### config.mk
export PLATFORM = sky130hd
export DESIGN_NAME = activate
export DESIGN_NICKNAME = d
export VERILOG_FILES = /design/src/rtl/machina_pkg.sv /design/src/rtl/activate_fn.sv /design/src/rtl/activate.sv
export SDC_FILE = /design/constraint.sdc
export NUM_CORES = 1
export LEC_CHECK = 0
export BUFFER_PORTS_ARGS = -buffer_cell sky130_fd_sc_hd__buf_2
export CORE_ASPECT_RATIO = 0.75
export CORE_MARGIN = 8
export CORE_UTILIZATION = 42
export DETAILED_ROUTE_END_ITERATION = 10
export HOLD_SLACK_MARGIN = 0.05
export PLACE_DENSITY = 0.85
export SLEW_MARGIN = 20
export SYNTH_ARGS = -nofsm -noshare
export SYNTH_HDL_FRONTEND = slang
export SYNTH_SLANG_ARGS = --single-unit
export TNS_END_PERCENT = 5
### constraint.sdc
create_clock -name clk -period 1.3 [get_ports clk]
set_input_delay 0.065 -clock clk [delete_from_list [all_inputs] [get_ports clk]]
set_output_delay 0.065 -clock clk [all_outputs]
set_load 0.005 [all_outputs]
### src/rtl/machina_pkg.sv
// Shared types and widths for the associate/activate neuron pipeline.
// Latency: n/a (declarations only).
// Backpressure: n/a.
package machina_pkg;

    localparam int ARGW = 16;
    localparam int RESW = 8;
    localparam int ERRW = 16;

    typedef enum logic {
        STEP = 1'b0,
        RELU = 1'b1
    } act_func_t;

    typedef enum logic [1:0] {
        IDLE = 2'd0,
        FWD  = 2'd1,
        BWD  = 2'd2,
        FBK  = 2'd3
    } act_state_t;

endpackage

### src/rtl/activate_fn.sv
// Activation function: signed weighted sum -> unsigned activation plus derivative bit.
// Latency: combinational.
// Backpressure: none (pure function).
module activate_fn
    import machina_pkg::*;
#(
    parameter act_func_t FUNC = STEP,
    parameter int        AW   = ARGW,
    parameter int        RW   = RESW
) (
    input  logic [AW-1:0] arg,
    output logic [RW-1:0] res,
    output logic          drv
);

    localparam logic [AW-1:0] RMAX = {{(AW-RW){1'b0}}, {RW{1'b1}}};

    always_comb begin
        res = '0;
        drv = 1'b0;
        if (FUNC == STEP) begin
            // Perceptron rule: the error always passes back unchanged.
            res = arg[AW-1] ? '0 : '1;
            drv = 1'b1;
        end else begin
            if (arg[AW-1]) begin
                res = '0;
                drv = 1'b0;
            end else if (arg > RMAX) begin
                res = '1;
                drv = 1'b0;
            end else begin
                res = arg[RW-1:0];
                drv = 1'b1;
            end
        end
    end

endmodule

### src/rtl/activate.sv
// Activation stage: forward activation of associate's sum, backward derivative-gated error.
// Latency: res_stb 1 cycle after arg accept; fbk_stb 1 cycle after err accept.
// Backpressure: single-sample; res_rdy/fbk_rdy low holds the FSM with outputs stable.
module activate
    import machina_pkg::*;
#(
    parameter int        ARGW = machina_pkg::ARGW,
    parameter int        RESW = machina_pkg::RESW,
    parameter int        ERRW = machina_pkg::ERRW,
    parameter int        FBKW = ERRW,
    parameter act_func_t FUNC = STEP
) (
    input  logic            clk,
    input  logic            rst,
    input  logic            en,
    input  logic            arg_stb,
    input  logic [ARGW-1:0] arg_dat,
    output logic            arg_rdy,
    output logic            res_stb,
    output logic [RESW-1:0] res_dat,
    input  logic            res_rdy,
    input  logic            err_stb,
    input  logic [ERRW-1:0] err_dat,
    output logic            err_rdy,
    output logic            fbk_stb,
    output logic [FBKW-1:0] fbk_dat,
    input  logic            fbk_rdy
);

    act_state_t      state;
    logic            drv;
    logic            trn;
    logic [RESW-1:0] fn_res;
    logic            fn_drv;

    activate_fn #(
        .FUNC (FUNC),
        .AW   (ARGW),
        .RW   (RESW)
    ) u_fn (
        .arg (arg_dat),
        .res (fn_res),
        .drv (fn_drv)
    );

    // Handshake outputs are registered alongside the state so each is a pure state decode.
    always_ff @(posedge clk) begin
        if (rst) begin
            state   <= IDLE;
            arg_rdy <= 1'b1;
            res_stb <= 1'b0;
            err_rdy <= 1'b0;
            fbk_stb <= 1'b0;
            res_dat <= '0;
            fbk_dat <= '0;
            drv     <= 1'b0;
            trn     <= 1'b0;
        end else begin
            case (state)
                IDLE: if (arg_stb) begin
                    state   <= FWD;
                    arg_rdy <= 1'b0;
                    res_stb <= 1'b1;
                    res_dat <= fn_res;
                    drv     <= fn_drv;
                    trn     <= en;
                end
                FWD: if (res_rdy) begin
                    res_stb <= 1'b0;
                    if (trn) begin
                        state   <= BWD;
                        err_rdy <= 1'b1;
                    end else begin
                        state   <= IDLE;
                        arg_rdy <= 1'b1;
                    end
                end
                BWD: if (err_stb) begin
                    state   <= FBK;
                    err_rdy <= 1'b0;
                    fbk_stb <= 1'b1;
                    fbk_dat <= drv ? FBKW'(err_dat) : '0;
                end
                FBK: if (fbk_rdy) begin
                    state   <= IDLE;
                    fbk_stb <= 1'b0;
                    arg_rdy <= 1'b1;
                end
                default: begin
                    state   <= IDLE;
                    arg_rdy <= 1'b1;
                    res_stb <= 1'b0;
                    err_rdy <= 1'b0;
                    fbk_stb <= 1'b0;
                end
            endcase
        end
    end

endmodule

==> results of run 1 <==
-- where the power goes --
group / internal [mW] / switching (mW)
clock: 0.115 / 0.218
sequential: 0.786 / 0.0223
combinational: 0.129 / 0.0968
total: 1.03 / 0.337
-- final cells by class --
cell class,instances,area (um^2),area share (%)
Clock inverter,1,5.00,0.314
Tap cell,36,45.0,2.83
Inverter,1,3.75,0.236
Multi-Input combinational cell,80,497,31.2
Sequential cell,25,500,31.4
Timing Repair Buffer,78,518,32.5
Clock buffer,3,22.5,1.42
-- logic make-up (layout without fill, tap and decap cells) --
group	count (synthesis)	count (layout)	synth area share, %
and+or+nand+nor	52	52	26.1
AOI/OAI and AO/OA	27	27	17.0
DFF	25	25	44.5
buffers and inverters	18	83	11.5
muxes	1	1	0.891
-- path summary, 6_finish.rpt --
path | startpoint | end | slack (ps) | cells past startpoint
worst min-delay path | rst | drv$_SDFFE_PP0P_ | 130 | 2
worst max register to register | flop | fbk_dat[4]$_SDFFE_PP0P_ | 180 | 4
worst min register to register | fbk_dat[2]$_SDFFE_PP0P_ | fbk_dat[2]$_SDFFE_PP0P_ | 460 | 2
worst max-delay path | flop | fbk_dat[4]$_SDFFE_PP0P_ | 180 | 4
-- per-stage QoR --
stage,instance area (um^2),hold WS (ps),util [%],instances
global placement,1370,247,53.1,201
floorplan,1120,161,-,123
finish,1590,133,61.6,224
global route,1590,125,61.6,224
CTS,1590,124,61.5,224
detailed placement,1370,250,53.1,201
-- layout by cell type, fill, tap and decap left out, types with 2 or more instances in the layout --
| cell type | count |
|---|---|
| buf_2 | 51 |
| nor2b_1 | 2 |
| clkbuf_4 | 3 |
| nand2_1 | 18 |
| a21oi_1 | 9 |
| nor3_1 | 2 |
| nand2b_1 | 2 |
| nand3_1 | 7 |
| a21oi_2 | 9 |
| a31oi_1 | 2 |
| buf_4 | 7 |
| a211oi_1 | 3 |
| dlygate4sd3_1 | 19 |
| nor2_1 | 8 |
| nand3_2 | 9 |
| dfxtp_1 | 25 |
-- state kept, by name, indices dropped and copies added, names as in the netlist, named ones only --
signal and count:
arg_rdy 1, drv 1, err_rdy 1, fbk_dat 16, fbk_stb 1, res_dat 1
res_stb 1, state 1, trn 1
-- what timing repair did --
| item | 4_1_cts | 5_1_grt |
|---|---|---|
| hold buffers | 19 | 0 |
| hold endpoints to repair | 19 | 0 |
| gates resized for setup | 0 | 1 |
| endpoints found under the setup margin | 0 | 1 |
-- worst register-to-register path, stage by stage, from the launching register on --
cell     delay, ps
dfxtp_1        420
and3b_1        240
buf_4          160
nand3_1         80
a21oi_1        170
-- metal layers --
metal	vias to the layer above	GRT usage [%]
met4	0	4.63
met5	-	0
li1	541	-
met1	481	13.5
met3	2	4.13
met2	36	23.4
==> results_dict.tcl, run 1 <==
set metrics [dict create \
    antenna_found_initial 0 \
    power_mw 1.37 \
    ys.flop_type "dfxtp_1" \
    syn_inst 123 \
    crit_fanout 7 \
    yosysUniqueCellTypes 26 \
    num_vias 1060 \
    relSlewSlack_pct 73.8 \
    finalHoldViolations 0 \
    hpwl_um 2010 \
    critPathKind "flop to flop" \
    cts_inserted_buffers 3 \
    grt_max_degree 22 \
    fin_crit_sh_pct 86.0 \
    path_cells "and3b_1 > buf_4 > nand3_1 > a21oi_1" \
    cpPeakStageDelay_ps 420 \
    wl_met3_um 248 \
    rows 16 \
    top_layer_used "met4" \
    n_antenna_cell 0 \
    yosysTopAreaCell "dfxtp_1" \
    first_global_vias 1037 \
    setup_slack_ps 183 \
    dpl_worst_slack_ps 153 \
    status "completed" \
    grt_pass1_wl_um 4530 \
    track_usage_pct 12.8 \
    max_freq_mhz 895 \
    cp-start-kind "flop" \
    synth_top_area_share_pct 44.5 \
    post-route-min-period_ps 1120 \
    coreArea_um2 2580 \
    worst_clock_skew_ps 8.45 \
    min_path_type "input pin to flop" \
    ys_ff_latch 25 \
    critPathArrivalTime_ps 1370 \
    synth.most_common_cell "dfxtp_1" \
    dr.first_iter.drc_count 36 \
    post_cts_buffers 0 \
    htreeDepth 1 \
    maxCapViolations 0 \
    cp_top_family "flip-flops" \
    synth.avg_cell_area_um2 9.13 \
    worst_slew_pin_slew_ps 392 \
    die_x_um 75.7 \
    rsz0062_at_grt "no" \
    cts-root-buf "clkbuf_4" \
    setup_violations 0 \
    fin_tns_setup_ps 0 \
    drc 0 \
    path_buf_inv 1 \
    cp.required_ps 1550 \
    end_kind "flop" \
    async_flop_share_pct 0 \
    drive_gt1_share_pct 44.7 \
    syn_nets 162 \
    slowest_stage "dfxtp_1" \
    area_growth_pct 41.6 \
    seq_area_frac_synth_pct 44.5 \
    p_leak_nw 0.684 \
    start_util_pct 43.5 \
    wl_met1_um 1190 \
    routed-wl-met2_um 1420 \
    slew_violations 0 \
    die_h_um 60.8 \
    grt_overflow 0 \
    cts_tree "done" \
    yosys_warnings 0 \
    synthesis.area_um2 1120 \
    port_buffers 51 \
    nets 228 \
    insertion_delay_ps 310 \
    clock_sinks 25 \
    synth_area_leaders "dfxtp_1 45%, nand3_2 8.0%, a21oi_2 7.0%" \
    clockBufferDepth 2 \
    wirelength_um 2880 \
    clk_pin_slew_ps 130 \
    synth_commonest_cells "25 x dfxtp_1, 18 x nand2_1" \
    io_pins 67 \
    synth-edff-count 0 \
    routedWlPerCell_um 12.9 \
    antenna_left 0 \
    place_congestion 0.712 \
    fill_cells 217 \
    dr.pass1.iters 4 \
    ir_drop_mv 0.568 \
    powerDensity_nw_per_um2 859 \
    die-area_um2 4600 \
    vias_per_cell 4.73 \
]
Power figures use the tool's default switching activity.
==> run 2: changes to the inputs <==
--- a/config.mk
+++ b/config.mk
@@ -6,6 +6,7 @@
 export NUM_CORES = 1
 export LEC_CHECK = 0
 export BUFFER_PORTS_ARGS = -buffer_cell sky130_fd_sc_hd__buf_2
+export CAP_MARGIN = 25
 export CORE_ASPECT_RATIO = 0.75
 export CORE_MARGIN = 8
 export CORE_UTILIZATION = 42
==> constraint.sdc (replaced) <==
create_clock -name clk -period 1.3 [get_ports clk]
set_input_delay 0.325 -clock clk [delete_from_list [all_inputs] [get_ports clk]]
set_output_delay 0.325 -clock clk [all_outputs]
set_load 0.005 [all_outputs]
==> run 2 against run 1 <==
Net effect:
- core utilization down 7.5 points
- die area unchanged
- non-clock buffer count down 19
- clock skew down 6.1 ps
- clock-buffer cell count up 1
- register-to-register slack worse by 40 ps
- critical path depth down 3
- wire length down 13%
- total power down 4.0%
- clock power down 2%
- worst hold slack better by 39 ps
- via count down 7.3%
==> results_dict.tcl, run 2 (synthesized netlist as in run 1, its figures left out) <==
set metrics [dict create \
    port_buffers 51 \
    n_antenna_cell 0 \
    cts-root-buf "clkbuf_4" \
    maxCapViolations 0 \
    grt_max_degree 21 \
    first_global_vias 927 \
    fill_cells 250 \
    finalHoldViolations 0 \
    die_h_um 60.8 \
    top_usage_layer "met2" \
    top_register "fbk_dat" \
    cp.required_ps 980 \
    htreeDepth 1 \
    final_common_cell "buf_2" \
    coreArea_um2 2580 \
    rows 16 \
    cts_inserted_buffers 3 \
    antenna_found_initial 0 \
    clockBufferDepth 2 \
    gr-usage-met2_pct 18.2 \
    io_pins 67 \
    crit_fanout 9 \
    slew_violations 0 \
    min_path_type "input pin to flop" \
    die-area_um2 4600 \
    cpPeakStageDelay_ps 400 \
    setup_violations 0 \
    holdWs_ps 172 \
    fin_crit_sh_pct 89.0 \
    routedWlPerCell_um 12.3 \
    nets 209 \
    powerDensity_nw_per_um2 938 \
    start_util_pct 43.5 \
    dr.pass1.iters 4 \
    post-route-min-period_ps 1160 \
    path_buf_inv 1 \
    drive_gt1_share_pct 49.1 \
    insertion_delay_ps 300 \
    grt_overflow 0 \
    area_growth_pct 24.5 \
    dr.first_iter.drc_count 38 \
    relSlewSlack_pct 75.1 \
    vias_per_cell 4.80 \
    ir_drop_mv 0.467 \
    drc 0 \
    cts_tree "done" \
    rsz0062_at_grt "no" \
    place_congestion 0.726 \
    slowest_stage "dfxtp_2" \
    gr-usage-met1_pct 13.1 \
    max_freq_mhz 864 \
    hpwl_um 1990 \
    die_x_um 75.7 \
    num_vias 983 \
    clock_sinks 25 \
    grt_pass1_wl_um 4040 \
    hold_buffers 0 \
    use_met3_pct 4.95 \
    end_kind "output port" \
    critPathKind "flop to output port" \
    largest_reg_flops 16 \
    cp-start-kind "flop" \
    antenna_left 0 \
    final_util_pct 54.2 \
    p_leak_nw 0.601 \
    wirelength_um 2510 \
    layout_common_cells "51 x buf_2, 24 x dfxtp_1, 18 x nand2_1" \
    status "completed" \
    worst_clock_skew_ps 2.37 \
    cp_top_family "flip-flops" \
    path_cells "buf_2" \
    worst_slew_pin_slew_ps 374 \
    clk_pin_slew_ps 120 \
    critPathArrivalTime_ps 830 \
    fin_tns_setup_ps 0 \
    track_usage_pct 11.2 \
]
-- run 2: timing repair --
item / in CTS / in global routing
hold endpoints to repair: 0 / 0
buffers inserted: 0 / 0
setup endpoints to repair: 0 / 8
gates resized for setup: 0 / 1
-- run 2: per-stage QoR --
step,cell area (um^2),instances,power (mW),worst slack [ps]
2_1_floorplan,1120,123,0.935,186
3_3_place_gp,1370,201,1.00,169
3_5_place_dp,1370,201,1.00,157
4_1_cts,1400,205,1.34,39.9
5_1_grt,1400,205,1.39,45.9
6_report,1400,205,1.31,143
-- run 2: path summary, 6_finish.rpt --
| path | cells past startpoint | from | to | slack (ps) |
|---|---|---|---|---|
| worst max-delay path | 1 | res_dat[6]$_SDFFE_PP0P_ | res_dat[3] | 140 |
| worst min-delay path | 2 | arg_dat[15] | res_dat[6]$_SDFFE_PP0P_ | 170 |
| worst max register to register | 4 | flop | err_rdy$_SDFFE_PP0P_ | 140 |
| worst min register to register | 2 | fbk_dat[0]$_SDFFE_PP0P_ | fbk_dat[0]$_SDFFE_PP0P_ | 460 |
-- run 2: layout make-up --
class | count | area, um^2 | share of cell area, %
clock buffers | 4 | 26.3 | 1.88
inverters | 1 | 3.75 | 0.268
multi-input cells | 80 | 494 | 35.3
flip-flops and latches | 25 | 502 | 35.9
well taps | 36 | 45.0 | 3.22
repair buffers | 59 | 328 | 23.4
-- run 2: metal layers --
metal | share of wire [%] | wire length [um] | vias to the layer above
li1 | - | - | 501
met2 | 45 | 1140 | 39
met5 | 0 | 0 | -
met1 | 42 | 1050 | 441
met4 | 1.1 | 27 | 0
met3 | 12 | 302 | 2
-- run 2: worst register-to-register path, cell delays in order, from the launching register on --
cell,delay [ps]
dfxtp_1,370
buf_4,170
nor2b_1,250
a31oi_1,120
nor3_1,180
-- run 2: power breakdown --
part | switching [mW] | leakage, nW | internal (mW)
combinational | 0.0858 | 0.383 | 0.0909
sequential | 0.0218 | 0.203 | 0.787
clock | 0.207 | 0.0150 | 0.120
total | 0.315 | 0.601 | 0.997
==> run 3: changes to the inputs <==
--- a/config.mk
+++ b/config.mk
@@ -5,12 +5,13 @@
 export SDC_FILE = /design/constraint.sdc
 export NUM_CORES = 1
 export LEC_CHECK = 0
-export BUFFER_PORTS_ARGS = -buffer_cell sky130_fd_sc_hd__buf_2
+export BUFFER_PORTS_ARGS = -buffer_cell sky130_fd_sc_hd__buf_4
 export CAP_MARGIN = 25
 export CORE_ASPECT_RATIO = 0.75
 export CORE_MARGIN = 8
 export CORE_UTILIZATION = 42
 export DETAILED_ROUTE_END_ITERATION = 10
+export GPL_ROUTABILITY_DRIVEN = 0
 export HOLD_SLACK_MARGIN = 0.05
 export PLACE_DENSITY = 0.85
 export SLEW_MARGIN = 20
==> run 3 against run 2 <==
Net effect:
- fmax down 3.2%
- worst hold slack gained 5.8 ps
- clock skew increased by 4.2 ps
- via count rose by 1.4%
- cell area increased by 8.1%
- register-to-register slack lost 40 ps
- flip-flop and latch count stayed put
- combinational power grew 18%
- core utilization grew 4.4 points
- critical path depth is 3 higher
- sequential power barely moved
- final cell count shrank 0.98%
- critical path type is now flop to flop
- largest cell class unchanged
==> results_dict.tcl, run 3 (synthesized netlist as in run 1, its figures left out) <==
set metrics [dict create \
    drc 0 \
    min_path_type "input pin to flop" \
    grt_pass1_wl_um 4100 \
    max_freq_mhz 837 \
    io_pins 67 \
    crit_fanout 12 \
    grt_max_degree 27 \
    antenna_found_initial 0 \
    ir_drop_mv 0.414 \
    slowest_stage "dfxtp_1" \
    track_usage_pct 11.6 \
    maxCapViolations 0 \
    cp.required_ps 1540 \
    p_int_mw 1.03 \
    power_mw 1.36 \
    critPathArrivalTime_ps 1440 \
    combPwrFrac_pct 15.4 \
    insertion_delay_ps 310 \
    drive_gt1_share_pct 49.1 \
    holdWs_ps 178 \
    n_antenna_cell 0 \
    layout_common_cells "56 x buf_4, 24 x dfxtp_1, 18 x nand2_1" \
    pwr-share-seq_pct 59.8 \
    p_clk_share_pct 24.7 \
    htreeDepth 1 \
    swShare_pct 24.4 \
    grt_overflow 0 \
    cts_inserted_buffers 3 \
    cts_tree "done" \
    cp-start-kind "flop" \
    final_common_cell "buf_4" \
    num_vias 997 \
    area_growth_pct 34.6 \
    start_util_pct 43.5 \
    port_buffers 51 \
    cts-root-buf "clkbuf_4" \
    cpPeakStageDelay_ps 450 \
    hpwl_um 2140 \
    fin_tns_setup_ps 0 \
    relSlewSlack_pct 78.2 \
    worst_clock_skew_ps 6.60 \
    wirelength_um 2670 \
    setup_slack_ps 105 \
    worst_slew_pin_slew_ps 326 \
    p_leak_nw 0.615 \
    clk_pin_slew_ps 130 \
    dr.pass1.iters 4 \
    hold_buffers 0 \
    fill_cells 224 \
    vias_per_cell 4.91 \
    rows 16 \
    top_register "fbk_dat" \
    dpl_worst_slack_ps 132 \
    rsz0062_at_grt "no" \
    finalHoldViolations 0 \
    coreArea_um2 2580 \
    die-area_um2 4600 \
    critPathKind "flop to flop" \
    slew_violations 0 \
    nets 207 \
    fin_crit_sh_pct 91.9 \
    clock_sinks 25 \
    routedWlPerCell_um 13.2 \
    largest_reg_flops 16 \
    netSwitchingPower_mw 0.331 \
    setup_violations 0 \
    powerDensity_nw_per_um2 897 \
    antenna_left 0 \
    path_cells "and3b_1 > buf_4 > nand3_1 > a21oi_1" \
    die_x_um 75.7 \
    status "completed" \
    clockBufferDepth 2 \
    dr.first_iter.drc_count 26 \
    post-route-min-period_ps 1200 \
    end_kind "flop" \
    first_global_vias 964 \
    die_h_um 60.8 \
]
run 3: cell type report:
| type | count | area [um^2] | area share (%) |
|---|---|---|---|
| clock inverters | 1 | 5.00 | 0.331 |
| flip-flops and latches | 25 | 502 | 33.2 |
| multi-input cells | 80 | 494 | 32.7 |
| well taps | 36 | 45.0 | 2.98 |
| inverters | 1 | 3.75 | 0.248 |
| clock buffers | 3 | 22.5 | 1.49 |
| repair buffers | 57 | 440 | 29.1 |
run 3: per-layer routing:
layer	global-route usage (%)	part of all wire [%]	up-vias
met5	0	0	-
met2	21.3	48	38
met3	3.47	10	4
met4	5.99	1.9	0
met1	11.5	40	454
li1	-	-	501
run 3: final timing paths:
kind                                         startpoint                       to  slack, ps  depth (start not counted)
worst min-delay path                        arg_dat[15]  res_dat[6]$_SDFFE_PP0P_        180                          2
worst min register to register  fbk_dat[4]$_SDFFE_PP0P_  fbk_dat[4]$_SDFFE_PP0P_        460                          2
worst max-delay path                               flop  fbk_dat[0]$_SDFFE_PP0P_        100                          4
worst max register to register                     flop  fbk_dat[0]$_SDFFE_PP0P_        100                          4
run 3: repair_timing:
action	CTS	global route
endpoints found under the setup margin	8	0
gates resized for setup	1	0
setup buffers	0	0
run 3: power by group through the flow:
| stage | clock, mW | sequential [mW] | combinational (mW) |
|---|---|---|---|
| 2_1_floorplan | 0 | 0.818 | 0.117 |
| 3_3_place_gp | 0 | 0.826 | 0.209 |
| 3_5_place_dp | 0 | 0.828 | 0.212 |
| 4_1_cts | 0.348 | 0.812 | 0.212 |
| 5_1_grt | 0.374 | 0.816 | 0.227 |
| 6_report | 0.336 | 0.812 | 0.209 |
run 3: stage by stage:
stage,utilization (%),area (um^2),cells
floorplan,-,1120,123
global placement,57.5,1480,199
detailed placement,57.5,1480,199
CTS,58.6,1510,203
global route,58.6,1510,203
finish,58.6,1510,203
run 3: critical path: cells and delay by family, from the launching register on:
family                 cells  cell delay [ps]
AOI/OAI and AO/OA          1              160
and+or+nand+nor            2              320
DFF                        1              450
buffers and inverters      1              210
